[src/rtl/demux_pkg.sv]
// Shared constants for the demux event counter slice.
package demux_pkg;

  localparam int NUM_CH = 4;
  localparam int SEL_W  = 2;

  // Saturation value of an unsigned counter of width w.
  function automatic int unsigned cnt_max(input int unsigned w);
    return (32'd1 << w) - 32'd1;
  endfunction

endpackage

[src/rtl/demux_event_counter_if.sv]
// Bus between the demux/readout side and the event counter.
interface demux_event_counter_if #(
  parameter int CNT_W = 8
) ();
  import demux_pkg::*;

  logic [NUM_CH-1:0] demux_out;
  logic              clr;
  logic              rd_en;
  logic [SEL_W-1:0]  rd_sel;
  logic [CNT_W-1:0]  rd_data;
  logic              rd_valid;
  logic [NUM_CH-1:0] ovf;
  logic [NUM_CH-1:0] active;

  modport master (
    output demux_out, clr, rd_en, rd_sel,
    input  rd_data, rd_valid, ovf, active
  );

  modport slave (
    input  demux_out, clr, rd_en, rd_sel,
    output rd_data, rd_valid, ovf, active
  );

endinterface

[src/rtl/demux_edge_counter.sv]
// One channel: edge history, saturating rising-edge counter and sticky overflow.
module demux_edge_counter
  import demux_pkg::*;
#(
  parameter int CNT_W = 8
) (
  input  logic             clk,
  input  logic             rst,
  input  logic             sync_in,
  input  logic             clr,
  input  logic             rd_clr,
  output logic [CNT_W-1:0] cnt,
  output logic             ovf
);

  localparam logic [CNT_W-1:0] CNT_MAX = CNT_W'(cnt_max(CNT_W));

  logic             prev_q, prev_d;
  logic [CNT_W-1:0] cnt_q, cnt_d;
  logic             ovf_q, ovf_d;
  logic             rise;

  // Next state: clr beats read-clear beats increment; read-clear with a rise yields 1.
  always_comb begin
    rise   = sync_in & ~prev_q;
    prev_d = sync_in;
    cnt_d  = cnt_q;
    ovf_d  = ovf_q;
    if (clr) begin
      cnt_d = '0;
      ovf_d = 1'b0;
    end else if (rd_clr) begin
      cnt_d = rise ? CNT_W'(1) : '0;
      ovf_d = 1'b0;
    end else if (rise) begin
      if (cnt_q == CNT_MAX) begin
        ovf_d = 1'b1;
      end else begin
        cnt_d = cnt_q + CNT_W'(1);
      end
    end
  end

  // State registers; prev resets low so a line high at reset release counts once.
  always_ff @(posedge clk or posedge rst) begin
    if (rst) begin
      prev_q <= 1'b0;
      cnt_q  <= '0;
      ovf_q  <= 1'b0;
    end else begin
      prev_q <= prev_d;
      cnt_q  <= cnt_d;
      ovf_q  <= ovf_d;
    end
  end

  assign cnt = cnt_q;
  assign ovf = ovf_q;

endmodule

[src/rtl/demux_event_counter.sv]
// Counts rising edges on the four demux lines and serves counts through a registered read port.
module demux_event_counter
  import demux_pkg::*;
#(
  parameter int CNT_W       = 8,
  parameter int SYNC_STAGES = 2,
  parameter int RD_CLEAR    = 0
) (
  input  logic              clk,
  input  logic              rst,
  demux_event_counter_if.slave bus
);

  logic [NUM_CH-1:0] sync_w;
  logic [NUM_CH-1:0] active_w;
  logic [NUM_CH-1:0] rd_clr_w;
  logic [NUM_CH-1:0] ovf_w;
  logic [CNT_W-1:0]  cnt_w [NUM_CH];

  logic [CNT_W-1:0]  rd_data_q, rd_data_d;
  logic              rd_valid_q, rd_valid_d;

  if (SYNC_STAGES == 2) begin : g_sync2
    logic [NUM_CH-1:0] s1_q, s1_d, s2_q, s2_d;

    // Two-flop synchronizer; the last stage doubles as the active level.
    always_comb begin
      s1_d = bus.demux_out;
      s2_d = s1_q;
    end

    // Synchronizer registers.
    always_ff @(posedge clk or posedge rst) begin
      if (rst) begin
        s1_q <= '0;
        s2_q <= '0;
      end else begin
        s1_q <= s1_d;
        s2_q <= s2_d;
      end
    end

    assign sync_w   = s2_q;
    assign active_w = s2_q;
  end else begin : g_sync0
    logic [NUM_CH-1:0] active_q, active_d;

    // Inputs are already clk-domain; only active needs a register.
    always_comb active_d = bus.demux_out;

    // Active level register.
    always_ff @(posedge clk or posedge rst) begin
      if (rst) active_q <= '0;
      else     active_q <= active_d;
    end

    assign sync_w   = bus.demux_out;
    assign active_w = active_q;
  end

  for (genvar i = 0; i < NUM_CH; i++) begin : g_ch
    assign rd_clr_w[i] = (RD_CLEAR != 0) && bus.rd_en && (bus.rd_sel == SEL_W'(i));

    demux_edge_counter #(.CNT_W(CNT_W)) u_cnt (
      .clk    (clk),
      .rst    (rst),
      .sync_in(sync_w[i]),
      .clr    (bus.clr),
      .rd_clr (rd_clr_w[i]),
      .cnt    (cnt_w[i]),
      .ovf    (ovf_w[i])
    );
  end

  // Read port: capture the selected count as held this cycle; data holds between reads.
  always_comb begin
    rd_data_d  = rd_data_q;
    rd_valid_d = bus.rd_en;
    if (bus.rd_en) rd_data_d = cnt_w[bus.rd_sel];
  end

  // Read port registers.
  always_ff @(posedge clk or posedge rst) begin
    if (rst) begin
      rd_data_q  <= '0;
      rd_valid_q <= 1'b0;
    end else begin
      rd_data_q  <= rd_data_d;
      rd_valid_q <= rd_valid_d;
    end
  end

  assign bus.rd_data  = rd_data_q;
  assign bus.rd_valid = rd_valid_q;
  assign bus.ovf      = ovf_w;
  assign bus.active   = active_w;

endmodule
[src/flat_wrapper.sv]
// flat-port wrapper written by rule: the top's interface ports become plain ports
module demux_event_counter_flat import demux_pkg::*;
#(
  parameter int CNT_W       = 8,
  parameter int SYNC_STAGES = 2,
  parameter int RD_CLEAR    = 0
)
  (clk, rst, bus_demux_out, bus_clr, bus_rd_en, bus_rd_sel, bus_rd_data, bus_rd_valid, bus_ovf, bus_active);
  demux_event_counter_if #(.CNT_W(CNT_W)) bus_i ();
  input  logic clk;
  input  logic rst;
  input wire logic [$bits(bus_i.demux_out)-1:0] bus_demux_out;
  input wire logic [$bits(bus_i.clr)-1:0] bus_clr;
  input wire logic [$bits(bus_i.rd_en)-1:0] bus_rd_en;
  input wire logic [$bits(bus_i.rd_sel)-1:0] bus_rd_sel;
  output wire logic [$bits(bus_i.rd_data)-1:0] bus_rd_data;
  output wire logic [$bits(bus_i.rd_valid)-1:0] bus_rd_valid;
  output wire logic [$bits(bus_i.ovf)-1:0] bus_ovf;
  output wire logic [$bits(bus_i.active)-1:0] bus_active;
  assign bus_i.demux_out = bus_demux_out;
  assign bus_i.clr = bus_clr;
  assign bus_i.rd_en = bus_rd_en;
  assign bus_i.rd_sel = bus_rd_sel;
  assign bus_rd_data = bus_i.rd_data;
  assign bus_rd_valid = bus_i.rd_valid;
  assign bus_ovf = bus_i.ovf;
  assign bus_active = bus_i.active;
  demux_event_counter #(.CNT_W(CNT_W), .SYNC_STAGES(SYNC_STAGES), .RD_CLEAR(RD_CLEAR)) u_core (.clk(clk), .rst(rst), .bus(bus_i));
endmodule
[config.mk]
export PLATFORM = sky130hd
export DESIGN_NAME = demux_event_counter_flat
export DESIGN_NICKNAME = d
export VERILOG_FILES = /design/src/rtl/demux_pkg.sv /design/src/rtl/demux_event_counter_if.sv /design/src/rtl/demux_edge_counter.sv /design/src/rtl/demux_event_counter.sv /design/src/flat_wrapper.sv
export SDC_FILE = /design/constraint.sdc
export NUM_CORES = 1
export LEC_CHECK = 0
export CAP_MARGIN = 20
export CELL_PAD_IN_SITES_DETAIL_PLACEMENT = 1
export CELL_PAD_IN_SITES_GLOBAL_PLACEMENT = 1
export CORE_UTILIZATION = 51
export CTS_BUF_LIST = sky130_fd_sc_hd__clkbuf_4
export DETAILED_ROUTE_END_ITERATION = 7
export PLACE_DENSITY_LB_ADDON = 0.3
export SLEW_MARGIN = 20
export SYNTH_ARGS = -nofsm -noshare
export SYNTH_HDL_FRONTEND = slang
export SYNTH_HIERARCHICAL = 1
export SYNTH_SLANG_ARGS = --single-unit
export TNS_END_PERCENT = 50
[constraint.sdc]
create_clock -name clk -period 3.6 [get_ports clk]
set_clock_uncertainty 0.15 [all_clocks]
set_input_delay 1.08 -clock clk [delete_from_list [all_inputs] [get_ports clk]]
set_output_delay 1.08 -clock clk [all_outputs]
set_load 0.01 [all_outputs]
Word level (Yosys, flattened, before mapping):

Cells that the tools add are included.

* output and inout bits: 17
* register bits after elaboration: 57
* word-level logic and storage cells: 81
* input port bits: 10

* bitwise gates (word level): 9
* add/sub/neg operators: 4
* eq/ne operators: 8
* muxes and demuxes: 27
* reductions and logical operators: 16
* $lt $le $gt $ge: 1

Operators by type and width (number)
* 8-bit two-way mux: 14
* 8-bit by 1-bit adder with 8-bit output (second input constant): 4
* 8-bit equality test (second input constant): 4
* 8-bit binary-select mux with 2-bit select: 1
* 2-bit AND reduction: 8
* 2-bit nonzero test: 8
* 1-bit two-way mux: 12
* 2-bit != test (second input constant): 4
* 1-bit AND: 4
* 1-bit NOT: 4
* 3-bit >= comparator (second input constant): 1
* 2-bit NOT with 3-bit output: 1

Longest topological paths before layout:

* depth after elaboration: 4
* mapped depth: 4
* depth with buffers taken out: 4

Hierarchy:

The synthesis kept the hierarchy.

Modules (own cells, without submodules)
* demux_edge_counter: area each 581.8 um^2, seq. area each 250.2 um^2, cells each 60, times used 4
* demux_event_counter: area each 758.2 um^2, seq. area each 425.4 um^2, cells each 56, times used 1

Worst setup path before layout:

OpenSTA, ideal clock, no wires.

* kind: input -> register
* start point: input bus_rd_sel[0]
* end point: register u_core.rd_data_q[2], in the netlist u_core/bus.rd_data[2]
* data arrival time: 1.618 ns
* data required time: 3.311 ns
* path buffers: 2
* stages on the path: 4
* setup time: 0.139 ns
* setup slack: 1.692 ns
* cell sequence: buf_6 buf_12 mux2i_1 o221ai_1

* longest elaborated chain between the ends: 4

RTL lines
* start, declared: RTL line flat_wrapper.sv:15 `input wire logic [$bits(bus_i.rd_sel)-1:0] bus_rd_sel;`
* 2-bit NOT with 3-bit output (not written as such): RTL line demux_event_counter.sv:79 `if (bus.rd_en) rd_data_d = cnt_w[bus.rd_sel];`
* 8-bit binary-select mux with 2-bit select: RTL line demux_event_counter.sv:79
* 8-bit two-way mux (not written as such) (2 in a row): RTL line demux_event_counter.sv:79
* end signal, assigned: RTL line demux_event_counter.sv:88 `rd_data_q <= rd_data_d;`
* end, declared: RTL line demux_event_counter.sv:20 `logic [CNT_W-1:0] rd_data_q, rd_data_d;`

No other way between the ends. The select of a mux whose other input is x is not followed.
A chain may end at the register's enable or synchronous reset.

Worst setup path in the final report:

* start point: register u_core.g_sync2.s2_q[0], in the netlist u_core/bus.active[0]
* end point: output bus_active[0]

RTL lines
* start, declared: RTL line demux_event_counter.sv:24 `logic [NUM_CH-1:0] s1_q, s1_d, s2_q, s2_d;`
* start signal, assigned: RTL line demux_event_counter.sv:36 `s2_q <= '0;`
* start signal, assigned: RTL line demux_event_counter.sv:39 `s2_q <= s2_d;`
* end, declared: RTL line flat_wrapper.sv:19 `output wire logic [$bits(bus_i.active)-1:0] bus_active;`

No word-level cell between the ends.

==> results.ini <==
[status]
status = finished, final reports clean

[cts]
clock_root_buffer = sky130_fd_sc_hd__clkbuf_4
clock_latency_ns = 0.40
numClockSinks = 57
clk_pin_slew_worst_paths_ns = 0.09
cts-resized-gates = 0
cts_tree = done
htreeDepth = 3
cts_max_path_buffers = 2
cts.hold.buffers_added = 0
number_of_buffers_created_by_cts = 9
cts_setup_buffers = 0

[yosys]
synth_top_cell_by_area = sky130_fd_sc_hd__dfrtp_1
post_synthesis_cell_area_sq_um = 3090
synthArstFlopShare = 1.00
synthDistinctLibCells = 35
ys_warn_count = 6
postSynthRegisterBits = 57
post_synth_mux_area_share = 0.104
synth_seq_area_share = 0.462
synth_cells = 296
post_synth_main_area_contributors = sky130_fd_sc_hd__dfrtp_1 (46%), sky130_fd_sc_hd__mux2i_1 (10%), sky130_fd_sc_hd__nand2_1 (4.5%), sky130_fd_sc_hd__nand3b_1 (2.9%), sky130_fd_sc_hd__nand2b_1 (2.6%)
synth-edff-count = 0
synth-main-ff-cell = sky130_fd_sc_hd__dfrtp_1
synthesis.area_per_instance_sq_um = 10.4
largest_family_of_logic_cells_by_synthesized_area = simple AND/OR/NAND/NOR gates
synth_xor_area_frac = 0
post_synth_and_or_nand_nor_area_fraction = 0.234
yosys.area.top_type_share = 0.462
adder_and_majority_gate_portion_of_the_synthesized_area = 0.0162
synth_compound_gate_area_share = 0.144

[grt]
grt_antenna_before_repair = 0
global_route.usage.total = 0.296
first_global_vias = 2808
globalRoute.totalOverflow = 0
pin_count_of_the_biggest_net_entering_global_routing = 18
grt_first_pass_wirelength_um = 14000

[timing]
post-route-period-util = 0.757
fin_setup_tns_ns = 0
grt_setup_unrepaired = no
max_clock_freq_mhz = 367
timing.final.max_slew_violations = 0
finalWorstPathRequiredPeriod_ns = 2.73
timing.max_slew.rel_slack = 0.538
finalHoldViolCount = 0
timing_worst_slew_pin_value_ns = 0.691
setup-violations-final = 0

[floorplanning]
ios = 27
die_h_um = 79.8
die_w_um = 79.8
placementRows = 27
initial_utilization = 0.544
area_inside_the_core_boundary_sq_um = 5680
fp.dieArea_sq_um = 6360

[final_layout]
multi_input_area_sq_um = 1640
register_area_sq_um = 1430
finish.net_count = 370
postLayoutCellArea_sq_um = 3630
final_std_cells_w_o_fill = 432
nFillCells = 651
area.growth.synth_to_final_pct = 17.6
utilization = 0.639
final_layout_size_suffix_gt1_frac = 0.0889
antenna_cells_inserted = 0
layout.cells.most_common = sky130_fd_sc_hd__dfrtp_1
layout_common_cells = sky130_fd_sc_hd__dfrtp_1 (57), sky130_fd_sc_hd__nand2_1 (37), sky130_fd_sc_hd__mux2i_1 (32)

[critical_path]
highest_cell_delay_on_the_worst_timing_path_ns = 0.59
cp-startpoint = u_core/bus.active[0]
critPathMaxFanout = 7
critPathRequiredTime_ns = 2.37
critical_path_arrival_ns = 1.50
timing.critical_path.to_type = output port
timing.critical_path.max_delay_family = buffers and inverters
path_cells = clkdlybuf4s50_1
critical_path_type = flip-flop to output port
reg2reg_from = u_core/g_ch[2].u_cnt/cnt[0]
timing.critical_path.buf_inv = 1
startpoint_type = flip-flop
setup_slack_of_the_most_critical_reg_to_reg_path_ns = 1.72
crit_path_top_delay_cell = sky130_fd_sc_hd__clkdlybuf4s50_1

[drt]
postRouteAntennaNets = 0
first_iter_violations = 145
routed_wirelength_um = 8490
detail_route.vias_per_cell = 6.15
via_count = 2657
drc_errors_left = 0
total_iterations_of_the_first_detailed_routing_run = 4
routedWlPerCell_um = 19.7

[hold_path]
timing.hold.worst.class = flip-flop to flip-flop
min_from = u_core/g_sync2.s1_q[2]

[pwr]
ir_drop_mv = 0.258
power_density_cells_nw_per_um2 = 332
leakage_uw = 0.00150

[flow_run]
maxCapViolCount = 0

[placed_design]
place_congestion = 0.837
final_hpwl_from_detailed_placement_um = 6110
port_buffers = 26
placed_cell_area_sq_um = 3500
place.detailed.instances = 417

final cells by class:
type	instances	share of cell area
multi-input cells	242	0.453
repair buffers	29	0.0780
clock inverters	5	0.0131
inverters	17	0.0176
well taps	72	0.0248
flip-flops and latches	57	0.393
clock buffers	10	0.0207
worst register-to-register path, cell delays in order (launching register included):
cell and delay (ns):
sky130_fd_sc_hd__dfrtp_1 0.47, sky130_fd_sc_hd__ha_1 0.30, sky130_fd_sc_hd__and4_2 0.31, sky130_fd_sc_hd__a211oi_1 0.32, sky130_fd_sc_hd__mux2i_1 0.25
sequential cells by signal (all words and copies together), names as in the netlist:
signal,flops
u_core/g_sync2.s1_q,4
u_core/g_ch.u_cnt/cnt,32
u_core/bus.rd_valid,1
u_core/bus.active,4
u_core/g_ch.u_cnt/prev_q,4
u_core/g_ch.u_cnt/ovf,4
u_core/bus.rd_data,8
path summary, 6_finish.rpt:
kind / endpoint / cells after the start
min in group asynchronous: u_core/g_ch[3].u_cnt/cnt[3] / 2
hold reg to reg: u_core/bus.active[2] / 0
max in group asynchronous: u_core/bus.rd_data[1] / 2
hold / removal: u_core/bus.active[2] / 0
setup reg to reg: u_core/g_ch[2].u_cnt/cnt[3] / 4
setup / recovery: bus_active[0] / 1
metal layers:
layer  vias up  global-route usage  part of all wire
li1       1227                   -                 -
met1      1327               0.367              0.43
met2        85               0.491              0.49
met3        18              0.0914             0.062
met4         0              0.0929             0.019
met5         -                   0                 0
logic make-up after synthesis:
group | count (synthesis)
simple gates | 122
flops | 57
compound gates | 56
mux | 32
buf+inv | 24
fa+ha+maj | 4
other cells | 1
report_power, final:
| part | switching [uW] | internal [uW] |
|---|---|---|
| Sequential | 15.4 | 651 |
| Combinational | 55.6 | 39.3 |
| Clock | 234 | 209 |
| Total | 306 | 900 |
metrics by stage:
stage / power, uW / setup slack [ns] / hold slack [ns]
floorplan: 731 / 1.69 / 0.181
global placement: 768 / 0.596 / 0.183
detailed placement: 772 / 0.546 / 0.189
CTS: 1220 / 0.847 / 0.214
global route: 1260 / 0.821 / 0.227
finish: 1210 / 0.874 / 0.209
Yosys cell counts (8+ instances only):
master	number
sky130_fd_sc_hd__o221ai_1	8
sky130_fd_sc_hd__nand3b_1	12
sky130_fd_sc_hd__nand2_1	37
sky130_fd_sc_hd__nand4b_1	8
sky130_fd_sc_hd__a21oi_1	12
sky130_fd_sc_hd__mux2i_1	32
sky130_fd_sc_hd__nor3_1	8
sky130_fd_sc_hd__dfrtp_1	57
sky130_fd_sc_hd__nand2b_1	13
sky130_fd_sc_hd__inv_1	17
sky130_fd_sc_hd__a211oi_1	8
Power figures use the tool's default switching activity.
